**config.mk**
```make
export PLATFORM = sky130hd
export DESIGN_NAME = hvac_actuator
export DESIGN_NICKNAME = d
export VERILOG_FILES = /design/src/rtl/hvac_pkg.sv /design/src/rtl/hvac_timer.sv /design/src/rtl/hvac_actuator.sv
export SDC_FILE = /design/constraint.sdc
export NUM_CORES = 1
export LEC_CHECK = 0
export ABC_AREA = 1
export CORE_MARGIN = 2
export CORE_UTILIZATION = 45
export CTS_CLUSTER_SIZE = 10
export DETAILED_ROUTE_END_ITERATION = 12
export GPL_TIMING_DRIVEN = 0
export RECOVER_POWER = 25
export SETUP_SLACK_MARGIN = 0.15
export SYNTH_ARGS = -nofsm -noshare
export SYNTH_HDL_FRONTEND = slang
export SYNTH_HIERARCHICAL = 1
export SYNTH_SLANG_ARGS = --single-unit
```
**constraint.sdc**
```tcl
create_clock -name clk -period 2.8 [get_ports clk]
set_clock_uncertainty 0.1 [all_clocks]
set_input_delay 0.42 -clock clk [delete_from_list [all_inputs] [get_ports clk]]
set_output_delay 0.42 -clock clk [all_outputs]
set_load 0.01 [all_outputs]
```
**src/rtl/hvac_pkg.sv**
```systemverilog
// Shared types and defaults for the HVAC actuator sequencer.
package hvac_pkg;

  typedef enum logic [1:0] {
    IDLE,
    HEAT,
    COOL,
    OVERRUN
  } hvac_state_e;

  localparam int MIN_ON_D      = 4;
  localparam int MIN_OFF_D     = 6;
  localparam int FAN_OVERRUN_D = 3;
  localparam int CNT_W         = 8;

endpackage

```
**src/rtl/hvac_timer.sv**
```systemverilog
// Loadable down-counter that parks at zero; used for dwell, lockout and fan overrun.
module hvac_timer
  import hvac_pkg::*;
#(
  parameter int W = CNT_W
) (
  input  logic         clk,
  input  logic         rst_n,
  input  logic         load,
  input  logic [W-1:0] load_val,
  output logic         zero
);

  logic [W-1:0] cnt;

  always_ff @(posedge clk) begin
    if (!rst_n) begin
      cnt <= '0;
    end else if (load) begin
      cnt <= load_val;
    end else if (cnt != '0) begin
      cnt <= cnt - 1'b1;
    end
  end

  assign zero = (cnt == '0);

endmodule

```
**src/rtl/hvac_actuator.sv**
```systemverilog
// Heat/cool/fan sequencer enforcing minimum on-time, compressor lockout and fan run-on.
module hvac_actuator
  import hvac_pkg::*;
#(
  parameter int MIN_ON      = MIN_ON_D,
  parameter int MIN_OFF     = MIN_OFF_D,
  parameter int FAN_OVERRUN = FAN_OVERRUN_D
) (
  input  logic clk,
  input  logic rst_n,
  input  logic heating,
  input  logic cooling,
  output logic heater_on,
  output logic compressor_on,
  output logic fan_on,
  output logic fault
);

  localparam logic [CNT_W-1:0] DWELL_LD = CNT_W'(MIN_ON - 1);
  localparam logic [CNT_W-1:0] LOCK_LD  = CNT_W'(MIN_OFF);
  localparam logic [CNT_W-1:0] OVR_LD   = CNT_W'(FAN_OVERRUN - 1);

  hvac_state_e state, nxt;
  logic        heat_req, cool_req;
  logic        dwell_zero, lock_zero, ovr_zero;
  logic        dwell_load, lock_load, ovr_load;

  // Conflicting requests count as no request at all.
  assign heat_req = heating & ~cooling;
  assign cool_req = cooling & ~heating;

  always_comb begin
    nxt = state;
    case (state)
      IDLE, OVERRUN: begin
        if (heat_req) begin
          nxt = HEAT;
        end else if (cool_req && lock_zero) begin
          nxt = COOL;
        end else if (state == OVERRUN && ovr_zero) begin
          nxt = IDLE;
        end
      end
      HEAT: if (dwell_zero && !heat_req) nxt = OVERRUN;
      COOL: if (dwell_zero && !cool_req) nxt = OVERRUN;
      default: nxt = IDLE;
    endcase
  end

  assign dwell_load = (nxt == HEAT && state != HEAT) || (nxt == COOL && state != COOL);
  assign ovr_load   = (nxt == OVERRUN) && (state != OVERRUN);
  assign lock_load  = (state == COOL) && (nxt == OVERRUN);

  // Outputs are decoded from the next state so they line up with the state register.
  always_ff @(posedge clk) begin
    if (!rst_n) begin
      state         <= IDLE;
      heater_on     <= 1'b0;
      compressor_on <= 1'b0;
      fan_on        <= 1'b0;
      fault         <= 1'b0;
    end else begin
      state         <= nxt;
      heater_on     <= (nxt == HEAT);
      compressor_on <= (nxt == COOL);
      fan_on        <= (nxt != IDLE);
      fault         <= heating & cooling;
    end
  end

  hvac_timer #(.W(CNT_W)) u_dwell (
    .clk      (clk),
    .rst_n    (rst_n),
    .load     (dwell_load),
    .load_val (DWELL_LD),
    .zero     (dwell_zero)
  );

  hvac_timer #(.W(CNT_W)) u_lockout (
    .clk      (clk),
    .rst_n    (rst_n),
    .load     (lock_load),
    .load_val (LOCK_LD),
    .zero     (lock_zero)
  );

  hvac_timer #(.W(CNT_W)) u_overrun (
    .clk      (clk),
    .rst_n    (rst_n),
    .load     (ovr_load),
    .load_val (OVR_LD),
    .zero     (ovr_zero)
  );

endmodule

```
# ---- Yosys cells after proc, flatten, opt, wreduce, memory -nomap -nowiden
# Index checks and enable logic that the tools add are counted.
dict set report word_totals {
  ff_bits 30
  in_bits 4
  output_inout_bits 4
}
dict set report classes {
  n_addsub 3
  eq_ne 9
  n_mux 12
  bitwise_logic 6
  reduce_logical 26
}
# operator n
set op_table {}
lappend op_table {{8-bit zero test} 3}
lappend op_table {{8-bit nonzero test} 3}
lappend op_table {{8-bit by 1-bit subtractor with 8-bit output (second input constant)} 3}
lappend op_table {{2-bit 2-to-1 mux} 9}
lappend op_table {{2-bit equality test (second input constant)} 4}
lappend op_table {{1-bit logical AND} 8}
lappend op_table {{2-bit nonzero test} 4}
lappend op_table {{2-bit OR reduction} 4}
lappend op_table {{3-bit 2-to-1 mux} 2}
lappend op_table {{2-bit case mux with 3 select lines} 1}
lappend op_table {{2-bit by 1-bit equality test with 1-bit output (second input constant)} 2}
lappend op_table {{2-bit inequality test (second input constant)} 2}
lappend op_table {{1-bit bitwise AND} 3}
lappend op_table {{1-bit NOT} 3}
lappend op_table {{1-bit zero test} 2}
lappend op_table {{2-bit zero test} 1}
lappend op_table {{2-bit by 1-bit inequality test with 1-bit output (second input constant)} 1}
lappend op_table {{1-bit logical OR} 1}

# ---- Depth between registers and ports, before layout
dict set report logic_depth {
  depth_word 10
  ltp_mapped 18
  ltp_nobuf 17
}

# ---- Cells and area by module
# The synthesis kept the hierarchy.
# module instances cells_each area_each_um2
set modules_own_cells {}
lappend modules_own_cells {hvac_timer 3 70 478.0}
lappend modules_own_cells {hvac_actuator 1 56 389.1}

# ---- Worst setup path before layout
# No wires, ideal clock.
dict set report synth_path {
  path_kind {flip-flop to flip-flop}
  from {register u_lockout.cnt[0]}
  to {register u_dwell.cnt[1]}
  setup_time_ps 113
  arrival_ps 1916
  path_slack_ps 670
  stages_incl_launch_ff 16
  synth_period_minus_slack_ps 2130
  path_cell_list {dfxtp_1 inv_1 ha_1 nand2_2 nor2_8 nand3_1 a21oi_2 nand2b_1 nand3_1 nand2_1 buf_2 inv_2 nand2_4 inv_2 nor2_1 nor2_1}
}
dict set report synth_between {
  elab_chain_cells 9
  elab_cells_between_ends 12
  cone_classes {2 x eq/ne; 4 x mux; 6 x reduce/logical}
}
# item line
set synth_rtl {}
lappend synth_rtl {{start: declaration} hvac_timer.sv:14} ;# logic [W-1:0] cnt;
lappend synth_rtl {{start signal: assignment} hvac_timer.sv:20} ;# cnt <= load_val;
lappend synth_rtl {{start signal: assignment} hvac_timer.sv:22} ;# cnt <= cnt - 1'b1;
lappend synth_rtl {{8-bit zero test *} hvac_timer.sv:26} ;# assign zero = (cnt == '0);
lappend synth_rtl {{net lock_zero} hvac_actuator.sv:25} ;# logic dwell_zero, lock_zero, ovr_zero;
lappend synth_rtl {{1-bit logical AND *} hvac_actuator.sv:38} ;# end else if (cool_req && lock_zero) begin
lappend synth_rtl {{2-bit 2-to-1 mux *} hvac_actuator.sv:38}
lappend synth_rtl {{2-bit 2-to-1 mux *} hvac_actuator.sv:36} ;# if (heat_req) begin
lappend synth_rtl {{2-bit case mux with 3 select lines *} hvac_actuator.sv:34} ;# case (state)
lappend synth_rtl {{2-bit by 1-bit equality test with 1-bit output or 2-bit equality test (tied branches)} hvac_actuator.sv:50} ;# assign dwell_load = (nxt == HEAT && state != HEAT) || (nxt == COOL && state != COOL);
lappend synth_rtl {{1-bit logical AND} hvac_actuator.sv:50}
lappend synth_rtl {{1-bit logical OR *} hvac_actuator.sv:50}
lappend synth_rtl {{net dwell_load} hvac_actuator.sv:26} ;# logic dwell_load, lock_load, ovr_load;
lappend synth_rtl {{2-bit 2-to-1 mux or 2-bit nonzero test (tied branches)} n/a}
lappend synth_rtl {{end signal: assignment} hvac_timer.sv:20}
lappend synth_rtl {{end signal: assignment} hvac_timer.sv:22}
lappend synth_rtl {{end: declaration} hvac_timer.sv:14}
# Mark *: on every way through the listed nets, which the timed path passes. The rest lies on a longest branch.
# A chain may end at the register's enable or synchronous reset.

# ---- Worst setup path after layout
dict set report layout_path {
  from {register u_lockout.cnt[0]}
  to {register u_lockout.cnt[2]}
}
dict set report layout_between {
  elab_chain_cells 8
  elab_cells_between_ends 12
  cone_classes {1 x add/sub; 1 x eq/ne; 5 x mux; 5 x reduce/logical}
}
# item line
set layout_rtl {}
lappend layout_rtl {{8-bit zero test *} hvac_timer.sv:26}
lappend layout_rtl {{net lock_zero} hvac_actuator.sv:25}
lappend layout_rtl {{1-bit logical AND *} hvac_actuator.sv:38}
lappend layout_rtl {{2-bit 2-to-1 mux *} hvac_actuator.sv:38}
lappend layout_rtl {{2-bit 2-to-1 mux *} hvac_actuator.sv:36}
lappend layout_rtl {{2-bit case mux with 3 select lines *} hvac_actuator.sv:34}
lappend layout_rtl {{2-bit equality test *} hvac_actuator.sv:52} ;# assign lock_load = (state == COOL) && (nxt == OVERRUN);
lappend layout_rtl {{1-bit logical AND *} hvac_actuator.sv:52}
lappend layout_rtl {{net lock_load} hvac_actuator.sv:26}
lappend layout_rtl {{3-bit 2-to-1 mux or 2-bit nonzero test (tied branches)} n/a}
# Mark *: on every way through the listed nets, which the timed path passes. The rest lies on a longest branch. The select of a mux whose other input is x is not followed.

==> results.sh <==
export IMPL_fin_setup_tns_ns=0
export IMPL_num_rows=23
export IMPL_antenna_found_initial=0
export IMPL_clock_latency_ns=0.28
export IMPL_ys_types=24
export IMPL_critPathLaunch="u_lockout/cnt[0]$_SDFFE_PN0P_"
export IMPL_dp_hpwl_um=2620
export IMPL_holdCritPathClass="reg -> reg"
export IMPL_fp_dieW_um=67.7
export IMPL_die_area_um2=4580
export IMPL_io_buffers=7
export IMPL_clock_sinks=30
export IMPL_setup_ws_ns=0.355
export IMPL_cp_cell_sequence="inv_1 > ha_1 > nand2_2 > nor2_8 > nand3_1 > nand2_1 > nand3_1 > nand2_4 > nand2_2 > nor2_1 > buf_2 > inv_2 > nand2_4 > inv_2 > nor3_1"
export IMPL_slew_headroom_pct=55.7
export IMPL_gp_congestion=0.788
export IMPL_syn_inst=266
export IMPL_avgSynthCellArea_um2=6.85
export IMPL_core_um2=3940
export IMPL_path_clk_slew_ns=0.06
export IMPL_ys_warn_count=6
export IMPL_diodes=0
export IMPL_drtIter0Drc=64
export IMPL_holdBufCountCts=0
export IMPL_grt_max_degree=19
export IMPL_rr_startpoint="u_lockout/cnt[0]$_SDFFE_PN0P_"
export IMPL_synth_seq_area_share_pct=32.9
export IMPL_drv_cap=0
export IMPL_overflow=0
export IMPL_grt_pass1_wl_um=6180
export IMPL_antenna_left=0
export IMPL_syn2layout_area_growth_pct=18.2
export IMPL_numCtsBuffers=5
export IMPL_avgRoutedWirePerCell_um=9.83
export IMPL_arrival_ns=2.55
export IMPL_initial_core_util_pct=46.2
export IMPL_finalCriticalPeriod_ns=2.45
export IMPL_final_util_pct=54.6
export IMPL_drc_errors=0
export IMPL_ff2ff_setup_slack_ns=0.35
export IMPL_postCtsSetupRepairBufs=0
export IMPL_die_h_um=67.7
export IMPL_peakVddDrop_uv=554
export IMPL_whs_ns=0.396
export IMPL_rsz0062_at_grt="no"
export IMPL_clk_path_buf_depth=2
export IMPL_hold_viol=0
export IMPL_regToRegEndpoint="u_lockout/cnt[2]$_SDFFE_PN0P_"
export IMPL_cts_max_level=2
export IMPL_p_leak_uw=0.00103
export IMPL_setup_viol=0
export IMPL_crit_path_max_incr_delay_ns=0.31
export IMPL_power_density_nw_per_um2=1220
export IMPL_end_kind="flip-flop"
export IMPL_syn_area_um2=1820
export IMPL_startpoint_type="flip-flop"
export IMPL_finalCritPeriodShare_pct=87.3
export IMPL_worst_slew_pin_slew_ns=0.662
export IMPL_slowest_stage="dfxtp_1"
export IMPL_synth_top_area_share_pct=32.9
export IMPL_dr_pass1_iters=4
export IMPL_drive_above_1_share_pct=15.2
export IMPL_grt_pass1_vias=1492
export IMPL_fmax_ghz=0.409
export IMPL_finalMaxSlewViolations=0
export IMPL_preCtsSetupSlack_ns=0.332
export IMPL_synth_seq_cells=30
export IMPL_vias=1580
export IMPL_root_buffer="clkbuf_8"
export IMPL_finalNetCount=312
export IMPL_cts_tree="built"
export IMPL_critPathKind="reg -> reg"
export IMPL_avgViaCountPerCell=4.48
export IMPL_ff2ff_path_depth=15
export IMPL_path_max_fanout=9
export IMPL_grt_use_total_pct=18.0
export IMPL_worstPathRequired_ns=2.90
export IMPL_status="complete, no violations"
export IMPL_yosysTopAreaCell="dfxtp_1"
export IMPL_wl_um=3470
export IMPL_endpoint="u_lockout/cnt[2]$_SDFFE_PN0P_"
export IMPL_synth_area_leaders="dfxtp_1, nand2_1, nor2_1, inv_1, ha_1"
export IMPL_io_pins=8
[worst max-delay path, delay by kind of cell, from the launching register on]
kind	cells	cell delay, ns
adder cells (fa/ha/maj)	1	0.24
AND/OR/NAND/NOR	10	1.19
buffers and inverters	4	0.53
flip-flops	1	0.31
[registers in the layout, indices dropped and copies added (netlist names)]
register,count
fan_on,1
fault,1
state,2
u_dwell/cnt,8
heater_on,1
u_lockout/cnt,8
u_overrun/cnt,8
compressor_on,1
[timing repair]
action	in CTS	in global routing
endpoints found under the setup margin	0	4
resized for setup	0	4
endpoints found under the hold margin	0	0
[cell usage after synthesis]
cell / count
ha_1: 6
nand2_2: 9
a21oi_4: 1
inv_1: 23
xor2_1: 3
o21ai_0: 6
o21ai_1: 12
xnor2_1: 6
nor2_2: 8
dfxtp_1: 30
o211ai_1: 3
nand3_1: 15
nand2_1: 51
buf_2: 3
nor2_8: 3
nor2_1: 43
a21oi_1: 13
a21oi_2: 1
nand2_4: 4
nor3_1: 12
nand2b_1: 1
nand4_1: 4
inv_2: 7
conb_1: 2
[worst min-delay path by stage]
stage	slack, ns	end	depth (start not counted)	start
CTS	0.40	u_lockout/cnt[0]$_SDFFE_PN0P_	2	u_lockout/cnt[0]$_SDFFE_PN0P_
floorplan	0.38	u_dwell/cnt[0]$_SDFFE_PN0P_	2	u_dwell/cnt[0]$_SDFFE_PN0P_
global placement	0.39	u_dwell/cnt[0]$_SDFFE_PN0P_	2	u_dwell/cnt[0]$_SDFFE_PN0P_
finish	0.40	u_lockout/cnt[0]$_SDFFE_PN0P_	2	u_lockout/cnt[0]$_SDFFE_PN0P_
global route	0.45	u_overrun/cnt[0]$_SDFFE_PN0P_	2	u_overrun/cnt[0]$_SDFFE_PN0P_
detailed placement	0.39	u_lockout/cnt[0]$_SDFFE_PN0P_	2	u_lockout/cnt[0]$_SDFFE_PN0P_
[layout by cell type (no fill, tap or decap), types with 2 or more instances in the layout]
master and n:
nand2_1 51, nor2_1 43, dfxtp_1 30, conb_1 24, inv_1 23, nand3_1 15
a21oi_1 13, nor3_1 12, o21ai_1 12, nand2_2 9, nor2_2 8, inv_2 7
o21ai_0 6, xnor2_1 6, clkbuf_8 5, dlygate4sd3_1 5, nand4_1 4, nand2_4 4
ha_1 4, nor2_8 3, xor2_1 3, o211ai_1 3, clkinv_2 2, clkdlybuf4s50_1 2
ha_2 2, buf_2 2
[cell type report]
class / count / area [um2]
inverters: 30 / 113
plain buffers: 3 / 17.5
flip-flops and latches: 30 / 601
well taps: 50 / 62.6
clock inverters: 3 / 40.0
repair buffers: 7 / 70.1
multi-input cells: 225 / 1180
fillers: 407 / 1790
clock buffers: 5 / 68.8
[through the flow]
| stage | instance area [um2] | instances | power [uW] |
|---|---|---|---|
| finish | 2150 | 353 | 2630 |
| global route | 2150 | 353 | 2930 |
| CTS | 2150 | 353 | 2660 |
| detailed placement | 2040 | 345 | 2210 |
| global placement | 2040 | 345 | 2200 |
| floorplan | 1910 | 288 | 1940 |
[routing by layer]
metal	global-route usage, %	routed length (um)	up-vias
li1	-	-	894
met1	23.8	1810	666
met2	27.1	1520	18
met3	4.00	114	2
met4	9.18	27	0
met5	0	0	-
[cell families after synthesis]
group / share of synthesized area [%]
simple gates: 40.1
flops: 32.9
other cells: 0.412
buf+inv: 7.00
compound gates: 11.1
xor+xnor: 4.32
fa+ha+maj: 4.12
[power breakdown]
| group | internal, uW | switching [uW] |
|---|---|---|
| Sequential | 586 | 114 |
| Clock | 262 | 171 |
| Combinational | 587 | 911 |
No activity file was read; power rests on OpenSTA's default activity.
